File: config.mk
export PLATFORM = sky130hd
export DESIGN_NAME = power_button_wbm
export DESIGN_NICKNAME = d
export VERILOG_FILES = /design/src/rtl/power_button_wbm_pkg.sv /design/src/rtl/button_debounce.sv /design/src/rtl/power_button_wbm.sv
export SDC_FILE = /design/constraint.sdc
export NUM_CORES = 1
export LEC_CHECK = 0
export ABC_AREA = 1
export CORE_MARGIN = 4
export CORE_UTILIZATION = 59
export CTS_CLUSTER_SIZE = 24
export DETAILED_ROUTE_END_ITERATION = 10
export GPL_TIMING_DRIVEN = 1
export PLACE_DENSITY_LB_ADDON = 0.08
export SLEW_MARGIN = 20
export SYNTH_ARGS = -nofsm -noshare
export SYNTH_HDL_FRONTEND = slang
export SYNTH_HIERARCHICAL = 1
export SYNTH_SLANG_ARGS = --single-unit
File: constraint.sdc
create_clock -name wb_clk_i -period 2 [get_ports wb_clk_i]
set_clock_uncertainty 0.1 [all_clocks]
set_input_delay 0.3 -clock wb_clk_i [delete_from_list [all_inputs] [get_ports wb_clk_i]]
set_output_delay 0.3 -clock wb_clk_i [all_outputs]
set_load 0.01 [all_outputs]
File: src/rtl/power_button_wbm_pkg.sv
`default_nettype none
// ============================================================================
// Module      : power_button_wbm_pkg
// Description : Command codes, master FSM states and power_manager register
//               defaults shared by power_button_wbm and power_manager.
// Revision    : 1.0 - initial release
// ============================================================================
package power_button_wbm_pkg;

    typedef enum logic [1:0] {
        CMD_NONE     = 2'd0,
        CMD_POWERUP  = 2'd1,
        CMD_RESTART  = 2'd2,
        CMD_SHUTDOWN = 2'd3
    } cmd_t;

    typedef enum logic [1:0] {
        STATE_IDLE = 2'd0,
        STATE_REQ  = 2'd1,
        STATE_DONE = 2'd2
    } state_t;

    // power_manager register map defaults
    localparam logic [15:0] PM_POWERUP_ADR  = 16'd1;
    localparam logic [15:0] PM_POWERUP_DAT  = 16'd1;
    localparam logic [15:0] PM_RESTART_ADR  = 16'd2;
    localparam logic [15:0] PM_RESTART_DAT  = 16'd0;
    localparam logic [15:0] PM_SHUTDOWN_ADR = 16'd2;
    localparam logic [15:0] PM_SHUTDOWN_DAT = 16'd1;

endpackage
`default_nettype wire

File: src/rtl/button_debounce.sv
`default_nettype none
// ============================================================================
// Module      : button_debounce
// Description : 2-FF synchroniser, counter-based debouncer and edge pulses.
// Revision    : 1.0 - initial release
// ============================================================================
module button_debounce #(
    parameter logic [31:0] DEBOUNCE_CYCLES = 32'd50000
) (
    input  logic clk,
    input  logic rst,
    input  logic button_async,
    output logic level,
    output logic rise,
    output logic fall
);

    logic [1:0]  r_sync;
    logic [31:0] r_cnt;
    logic        r_level;
    logic        r_rise;
    logic        r_fall;
    logic        w_expire;

    assign w_expire = (r_cnt == DEBOUNCE_CYCLES - 32'd1);

    always_ff @(posedge clk) begin
        if (rst) begin
            r_sync  <= 2'b00;
            r_cnt   <= 32'd0;
            r_level <= 1'b0;
            r_rise  <= 1'b0;
            r_fall  <= 1'b0;
        end else begin
            r_sync <= {r_sync[0], button_async};
            r_rise <= 1'b0;
            r_fall <= 1'b0;
            // any agreement with the current level restarts the stability count
            if (r_sync[1] != r_level) begin
                if (w_expire) begin
                    r_level <= r_sync[1];
                    r_cnt   <= 32'd0;
                    r_rise  <= r_sync[1];
                    r_fall  <= ~r_sync[1];
                end else begin
                    r_cnt <= r_cnt + 32'd1;
                end
            end else begin
                r_cnt <= 32'd0;
            end
        end
    end

    assign level = r_level;
    assign rise  = r_rise;
    assign fall  = r_fall;

endmodule
`default_nettype wire

File: src/rtl/power_button_wbm.sv
`default_nettype none
// ============================================================================
// Module      : power_button_wbm
// Description : Classifies debounced power-button presses and issues one
//               single-word Wishbone write to power_manager per press.
// Revision    : 1.0 - initial release
// ============================================================================
module power_button_wbm
    import power_button_wbm_pkg::*;
#(
    parameter logic [31:0] DEBOUNCE_CYCLES   = 32'd50000,
    parameter logic [31:0] LONG_PRESS_CYCLES = 32'd200000000,
    parameter logic [15:0] ACK_TIMEOUT       = 16'd255,
    parameter logic [15:0] POWERUP_ADR       = PM_POWERUP_ADR,
    parameter logic [15:0] RESTART_ADR       = PM_RESTART_ADR,
    parameter logic [15:0] SHUTDOWN_ADR      = PM_SHUTDOWN_ADR
) (
    input  logic        wb_clk_i,
    input  logic        wb_rst_i,
    output logic        wb_cyc_o,
    output logic        wb_stb_o,
    output logic        wb_we_o,
    output logic [15:0] wb_adr_o,
    output logic [15:0] wb_dat_o,
    input  logic        wb_ack_i,
    input  logic        chs_power_button,
    input  logic        power_ok,
    output logic        busy,
    output logic        timeout_err,
    output logic [1:0]  last_cmd
);

    logic        w_level;
    logic        w_rise;
    logic        w_fall;
    logic [31:0] r_press_cnt;
    logic        w_long_evt;
    logic        w_short_evt;
    cmd_t        w_cmd;

    state_t      r_state,    w_state_nxt;
    logic        r_cyc,      w_cyc_nxt;
    logic [15:0] r_adr,      w_adr_nxt;
    logic [15:0] r_dat,      w_dat_nxt;
    logic [15:0] r_tcnt,     w_tcnt_nxt;
    logic        r_err,      w_err_nxt;
    cmd_t        r_last_cmd, w_last_cmd_nxt;

    button_debounce #(
        .DEBOUNCE_CYCLES(DEBOUNCE_CYCLES)
    ) u_debounce (
        .clk         (wb_clk_i),
        .rst         (wb_rst_i),
        .button_async(chs_power_button),
        .level       (w_level),
        .rise        (w_rise),
        .fall        (w_fall)
    );

    always_ff @(posedge wb_clk_i) begin
        if (wb_rst_i) begin
            r_press_cnt <= 32'd0;
        end else if (w_rise) begin
            r_press_cnt <= 32'd0;
        end else if (w_level && (r_press_cnt < LONG_PRESS_CYCLES)) begin
            r_press_cnt <= r_press_cnt + 32'd1;
        end
    end

    // LONG fires in the cycle the counter steps onto the threshold, so it fires once
    assign w_long_evt  = w_level && !w_rise && (r_press_cnt == LONG_PRESS_CYCLES - 32'd1);
    assign w_short_evt = w_fall && (r_press_cnt < LONG_PRESS_CYCLES);

    always_comb begin
        w_cmd = CMD_NONE;
        if (w_short_evt) begin
            w_cmd = power_ok ? CMD_RESTART : CMD_POWERUP;
        end else if (w_long_evt && power_ok) begin
            w_cmd = CMD_SHUTDOWN;
        end
    end

    always_ff @(posedge wb_clk_i) begin
        if (wb_rst_i) begin
            r_state    <= STATE_IDLE;
            r_cyc      <= 1'b0;
            r_adr      <= 16'd0;
            r_dat      <= 16'd0;
            r_tcnt     <= 16'd0;
            r_err      <= 1'b0;
            r_last_cmd <= CMD_NONE;
        end else begin
            r_state    <= w_state_nxt;
            r_cyc      <= w_cyc_nxt;
            r_adr      <= w_adr_nxt;
            r_dat      <= w_dat_nxt;
            r_tcnt     <= w_tcnt_nxt;
            r_err      <= w_err_nxt;
            r_last_cmd <= w_last_cmd_nxt;
        end
    end

    always_comb begin
        w_state_nxt    = r_state;
        w_cyc_nxt      = r_cyc;
        w_adr_nxt      = r_adr;
        w_dat_nxt      = r_dat;
        w_tcnt_nxt     = r_tcnt;
        w_err_nxt      = r_err;
        w_last_cmd_nxt = r_last_cmd;
        case (r_state)
            STATE_IDLE: begin
                if (w_cmd != CMD_NONE) begin
                    w_state_nxt    = STATE_REQ;
                    w_cyc_nxt      = 1'b1;
                    w_tcnt_nxt     = 16'd0;
                    w_last_cmd_nxt = w_cmd;
                    case (w_cmd)
                        CMD_POWERUP: begin
                            w_adr_nxt = POWERUP_ADR;
                            w_dat_nxt = PM_POWERUP_DAT;
                        end
                        CMD_RESTART: begin
                            w_adr_nxt = RESTART_ADR;
                            w_dat_nxt = PM_RESTART_DAT;
                        end
                        default: begin
                            w_adr_nxt = SHUTDOWN_ADR;
                            w_dat_nxt = PM_SHUTDOWN_DAT;
                        end
                    endcase
                end
            end
            STATE_REQ: begin
                // ack takes priority over a coincident timeout
                if (wb_ack_i) begin
                    w_cyc_nxt   = 1'b0;
                    w_err_nxt   = 1'b0;
                    w_state_nxt = STATE_DONE;
                end else if (r_tcnt == ACK_TIMEOUT) begin
                    w_cyc_nxt   = 1'b0;
                    w_err_nxt   = 1'b1;
                    w_state_nxt = STATE_DONE;
                end else begin
                    w_tcnt_nxt = r_tcnt + 16'd1;
                end
            end
            STATE_DONE: begin
                w_state_nxt = STATE_IDLE;
            end
            default: begin
                w_state_nxt = STATE_IDLE;
                w_cyc_nxt   = 1'b0;
            end
        endcase
    end

    assign wb_cyc_o    = r_cyc;
    assign wb_stb_o    = r_cyc;
    assign wb_we_o     = r_cyc;
    assign wb_adr_o    = r_adr;
    assign wb_dat_o    = r_dat;
    assign busy        = (r_state != STATE_IDLE);
    assign timeout_err = r_err;
    assign last_cmd    = r_last_cmd;

endmodule
`default_nettype wire

==> results of run 1 <==
==> path summary, 6_finish.rpt <==
path	slack (ns)	to	from	depth (start not counted)
max	0.1	r_tcnt[10]	r_tcnt[0]	10
min	0.31	u_debounce/r_sync[1]	u_debounce/r_sync[0]	2
max reg2reg	0.1	r_tcnt[10]	r_tcnt[0]	10
min reg2reg	0.31	u_debounce/r_sync[1]	u_debounce/r_sync[0]	2
==> cell usage in the layout, fill, tap and decap left out, types with 4 or more instances in the layout <==
master,n
dfxtp_2,4
nor3b_1,5
a21oi_2,13
conb_1,29
clkdlybuf4s50_1,14
nor2_2,11
a21oi_1,39
nand2_1,256
nor2_1,152
nor2_4,5
nand2_2,7
nand4_1,15
nor3_1,19
nand3b_1,12
o21bai_1,7
clkbuf_8,9
dfxtp_1,90
nand3_2,8
buf_4,24
xnor2_1,7
inv_1,77
o21ai_0,11
xor2_1,23
nand3_1,48
==> logic make-up (layout without fill, tap and decap cells) <==
group,Yosys count,after routing,synth area share
AO/OA/AOI/OAI,71,71,0.0732
XOR/XNOR,30,30,0.0456
adder cells (fa/ha/maj),3,3,0.00652
buffers and inverters,130,139,0.121
flip-flops,94,94,0.327
other,1,29,0.000651
AND/OR/NAND/NOR,553,553,0.427
==> where the power goes <==
group | switching, mW | total [mW] | internal [mW]
combinational | 0.0658 | 0.0868 | 0.0210
sequential | 0.00182 | 1.87 | 1.87
clock | 0.677 | 1.50 | 0.823
total | 0.745 | 3.46 | 2.72
==> routing by layer <==
metal / vias up / track usage / part of all wire
li1: 2792 / - / -
met1: 2495 / 0.321 / 0.45
met2: 199 / 0.389 / 0.47
met3: 19 / 0.0638 / 0.074
met4: 0 / 0.0603 / 0.013
met5: - / 0 / 0
==> worst min-delay path: stages (launching register included) <==
cell and delay, ns:
dfxtp_1 0.31, inv_1 0.04, nor2_1 0.03
==> area by class of cell <==
cell class	instances	area, sq um
timing repair inverter	1	5.00
tap	129	161
clock inverter	6	111
fill	832	3010
clock buffer	9	124
timing repair buffer	42	405
inverter	81	309
multi-input combinational	686	3350
sequential	94	1890
==> registers in the layout, indices dropped and copies added (netlist names) <==
register           flops
r_state                2
wb_adr_o               2
u_debounce/level       1
u_debounce/rise        1
wb_cyc_o               1
u_debounce/r_sync      2
timeout_err            1
u_debounce/r_cnt      32
r_tcnt                16
r_press_cnt           32
u_debounce/fall        1
wb_dat_o               1
last_cmd               2
==> what timing repair did <==
item / in CTS / in global routing
setup buffers: 0 / 5
gates resized for setup: 0 / 20
hold endpoints to repair: 0 / 0
endpoints found under the setup margin: 0 / 44
==> through the flow <==
step,utilization,worst slack (ns)
after floorplan,-,0.182
after global placement,0.637,0.0942
after detailed placement,0.637,0.0560
after CTS,0.662,0.0286
after global routing,0.678,-0.0375
final,0.678,0.0992
==> run metrics, run 1 <==
Peak Freq=526 MHz; DRC errors left=0; CTS tree=yes; Main synth FF type=dfxtp_1; row cnt=35; asr flop ratio synth=0; max-slew violation count=0; Avg Cell Area, Syn=6.53 sq um; core area=9370 sq um; Worst VDD drop=519 uV; total design power=3.46 mW; minimum clock period=1.90 ns; Pre-antenna DRT Iters=8; first-pass GRT wire length=22400 microns; post-synth top area share=0.327; total grt overflow=0; Initial Util=0.615; Syn Inst Count=882; drt via density=5.25; critical path class=flip-flop to flip-flop; Synth Register Bits=94; clock latency on the worst-skew pair=0.37 ns; post-synth top area cell=dfxtp_1; post-route ant nets=0; placed cell count=1026; Hold Crit Class=flip-flop to flip-flop; crit path DAT=2.11 ns; design area=6360 sq um; vias=5505; leakage=2.25 nW; GRT Overall Usage=0.241; Worst Setup End Kind=flip-flop; pwr dens=544 nW/um^2; Crit path required time=2.21 ns; final count of hold timing violations=0; Crit path buffers/inverters=2; Area after DPL=5970 sq um; total clock sinks=94; CP Launch Type=flip-flop; total negative slack=0 ns; Slew @ Worst Pin=0.539 ns; wire length per cell=13.0 microns; Post-Syn Area=5760 sq um; dominant cells by area after synthesis=dfxtp_1 (33%), nand2_1 (17%), nor2_1 (10%), inv_1 (5.1%), nand3_1 (4.2%); Top delay family on crit path=simple AND/OR/NAND/NOR gates; number of enable flip-flop cells after synthesis=0; initial antenna violation count=0; layout cells sized above 1=0.116; final WL=13600 microns; period utilization=0.950; initial DRC count=330; crit-path cells=ha_4, nand2_2, inv_2, nand2_4, nor3_4, nand4_4, nand3_4, clkbuf_16, nand3_2, a21oi_2; CP Max Fanout=6; Die X=107 microns; non-filler cells in the finished layout=1048; IO Pins=44; ANT cells=0; vias in the first global route=4888; area grow syn2layout=10.3%; Die ar.=11400 sq um; CTS Hold Bufs=0; H-tree depth=3; Rel. slew slack=0.638; Clock Tree Buf Depth=2; clock root cell=clkbuf_8; top-count cell post-synth=nand2_1; die height=107 microns; Unique masters post-synth=38; slowest CP cell=dfxtp_2; unrepaired setup endpoints after global routing=yes; fin nets=923; Post-synth top cells=nand2_1 (256), nor2_1 (154), dfxtp_1 (94), inv_1 (79), nand3_1 (48); largest net degree at the start of global routing=31; slowest stage delay, CP=0.36 ns; sequential element share of the synthesized area=0.327; PortBufs=14; hold_ws=0.311 ns; Clk pin slew, worst setup/hold paths=0.10 ns; Yosys warning count=6; global placement routability congestion=0.977; maxcap violations=0; outcome=finished clean; dpl hpwl=10100 microns; final setup vio count=0; Num CTS Buffers=9
(Power assumes the default switching activity.)
==> run 2: changes to the inputs <==
--- a/config.mk
+++ b/config.mk
@@ -15,5 +15,4 @@
 export SLEW_MARGIN = 20
 export SYNTH_ARGS = -nofsm -noshare
 export SYNTH_HDL_FRONTEND = slang
-export SYNTH_HIERARCHICAL = 1
 export SYNTH_SLANG_ARGS = --single-unit
==> run 2 against run 1 <==
Via count shrank 8.1%; sequential cell count is the same; power shrank 3.9%; largest power group unchanged; highest routed layer unchanged.
==> run metrics, run 2 <==
Synth Register Bits=94; post-route ant nets=0; final count of hold timing violations=0; outcome=finished clean; IO Pins=44; wire length per cell=12.7 microns; Top delay family on crit path=simple AND/OR/NAND/NOR gates; Comb power frac=0.025; CP Max Fanout=8; Crit path buffers/inverters=3; PortBufs=14; post-synth top area share=0.354; non-filler cells in the finished layout=945; Clk pin slew, worst setup/hold paths=0.10 ns; initial antenna violation count=0; Area after DPL=5560 sq um; placed cell count=920; final core occ=0.678; Unique masters post-synth=37; leakage=2.34 nW; P_int=2.58 mW; NetSw=749 uW; Post-Syn Area=5320 sq um; clock power share=0.412; Avg Cell Area, Syn=6.68 sq um; layout cells sized above 1=0.112; area grow syn2layout=11.6%; core area=8760 sq um; maxcap violations=0; ANT cells=0; crit path DAT=2.07 ns; CP Launch Type=flip-flop; largest net degree at the start of global routing=20; pwr dens=560 nW/um^2; first-pass GRT wire length=19900 microns; dominant cells by area after synthesis=dfxtp_1 (35%), nand2_1 (13%), nor2_1 (8.3%), inv_1 (6.3%), nand3_1 (5.6%); clock latency on the worst-skew pair=0.37 ns; dpl hpwl=8810 microns; sequential element share of the synthesized area=0.354; total clock sinks=94; fin nets=840; period utilization=0.952; H-tree depth=3; total negative slack=0 ns; total grt overflow=0; Clock Tree Buf Depth=2; Yosys warning count=0; Peak Freq=525 MHz; drt via density=5.35; Initial Util=0.607; global placement routability congestion=0.898; commonest non-fill, non-tap cells in the layout=nand2_1 (186), nor2_1 (111), inv_1 (87), dfxtp_1 (87), nand3_1 (57); commonest non-fill, non-tap cell in the layout=nand2_1; hold_ws=0.333 ns; die height=103 microns; Pre-antenna DRT Iters=5; final WL=12000 microns; Sw Share=0.225; vias=5059; number of enable flip-flop cells after synthesis=0; Die ar.=10600 sq um; critical path class=flip-flop to flip-flop; initial DRC count=311; vias in the first global route=4468; Hold Crit Class=primary input to flip-flop; max-slew violation count=0; Crit path required time=2.17 ns; minimum clock period=1.90 ns; Num CTS Buffers=9; crit-path cells=ha_4, nand2_1, inv_2, nand2_2, nor2_2, nand4_1, o21ai_4, clkinvlp_4, o211ai_1, inv_1; Die X=103 microns; Post-synth top cells=nand2_1 (187), nor2_1 (117), dfxtp_1 (94), inv_1 (89), nand3_1 (59); slowest CP cell=dfxtp_2; slowest stage delay, CP=0.37 ns; clock root cell=clkbuf_8; Main synth FF type=dfxtp_1; design area=5940 sq um; DRC errors left=0; asr flop ratio synth=0; top-count cell post-synth=nand2_1; Worst VDD drop=316 uV; row cnt=34; CTS tree=yes; GRT Overall Usage=0.232; register share of total power=0.563; Worst Setup End Kind=flip-flop; post-synth top area cell=dfxtp_1; CTS Hold Bufs=0; Syn Inst Count=796; Largest regs=r_press_cnt (32), u_debounce.r_cnt (32), r_tcnt (16); final setup vio count=0
[run 2: cell types whose count changed after synthesis, sizes merged, moves of 4 or more]
cell | previous run | this run
nand3 | 58 | 65
nand2 | 267 | 192
inv | 80 | 90
nand4 | 16 | 20
o21bai | 7 | 0
xnor2 | 7 | 13
nor4 | 3 | 8
nor3 | 20 | 40
nand3b | 12 | 2
nor2 | 168 | 122
a21oi | 52 | 46
[run 2: repair_timing]
item,4_1_cts,5_1_grt
setup endpoints to repair,1,59
pin swaps,1,6
setup buffers,1,7
gates cloned,0,1
gates resized for setup,0,30
[run 2: final timing paths]
path	startpoint	endpoint	slack [ns]	cells after the start
min	chs_power_button	u_debounce.r_sync[0]	0.33	3
min reg2reg	r_press_cnt[29]	r_press_cnt[29]	0.36	2
max	u_debounce.r_cnt[0]	u_debounce.r_cnt[22]	0.1	10
max reg2reg	u_debounce.r_cnt[0]	u_debounce.r_cnt[22]	0.1	10
[run 2: cell type report]
class	instances	area, sq um
well taps	108	135
multi-input cells	591	2940
clock buffers	12	165
clock inverters	4	52.6
repair buffers	45	402
fillers	790	2830
flip-flops and latches	94	1890
repair inverters	1	7.51
inverters	90	344
[run 2: cells by family (layout without fill, tap and decap cells)]
logic type,count (synthesis),in the layout,share of synthesized area
and+or+nand+nor,457,457,0.382
buffers and inverters,139,152,0.128
DFF,94,94,0.354
AOI/OAI and AO/OA,65,65,0.0673
xor gates and xnor gates,37,37,0.0609
adders and majority gates,3,3,0.00706
other,1,29,0.000705
[run 2: metal layers]
layer,up-vias,part of all wire,GRT usage
met5,-,0,0
met4,0,0.013,0.0817
met3,13,0.063,0.0332
met2,171,0.46,0.372
met1,2311,0.46,0.320
li1,2564,-,-
[run 2: worst min-delay path, delay by kind of cell]
family / cells / cell delay (ns)
buffers and inverters: 2 / 0.44
AND/OR/NAND/NOR: 1 / 0.03
[run 2: power by group through the flow]
stage | registers (mW) | logic [mW] | clock network (mW)
5_1_grt | 1.88 | 0.0925 | 1.46
2_1_floorplan | 1.92 | 0.0966 | 0
3_5_place_dp | 1.92 | 0.0774 | 0
3_3_place_gp | 1.92 | 0.0762 | 0
4_1_cts | 1.87 | 0.0777 | 1.39
6_report | 1.87 | 0.0818 | 1.37
[run 2: metrics by stage]
step	setup WS [ns]	power [mW]
floorplan	0.170	2.01
finish	0.0950	3.33
CTS	0.0396	3.35
global placement	0.0948	1.99
detailed placement	0.00347	2.00
global route	-0.0206	3.43
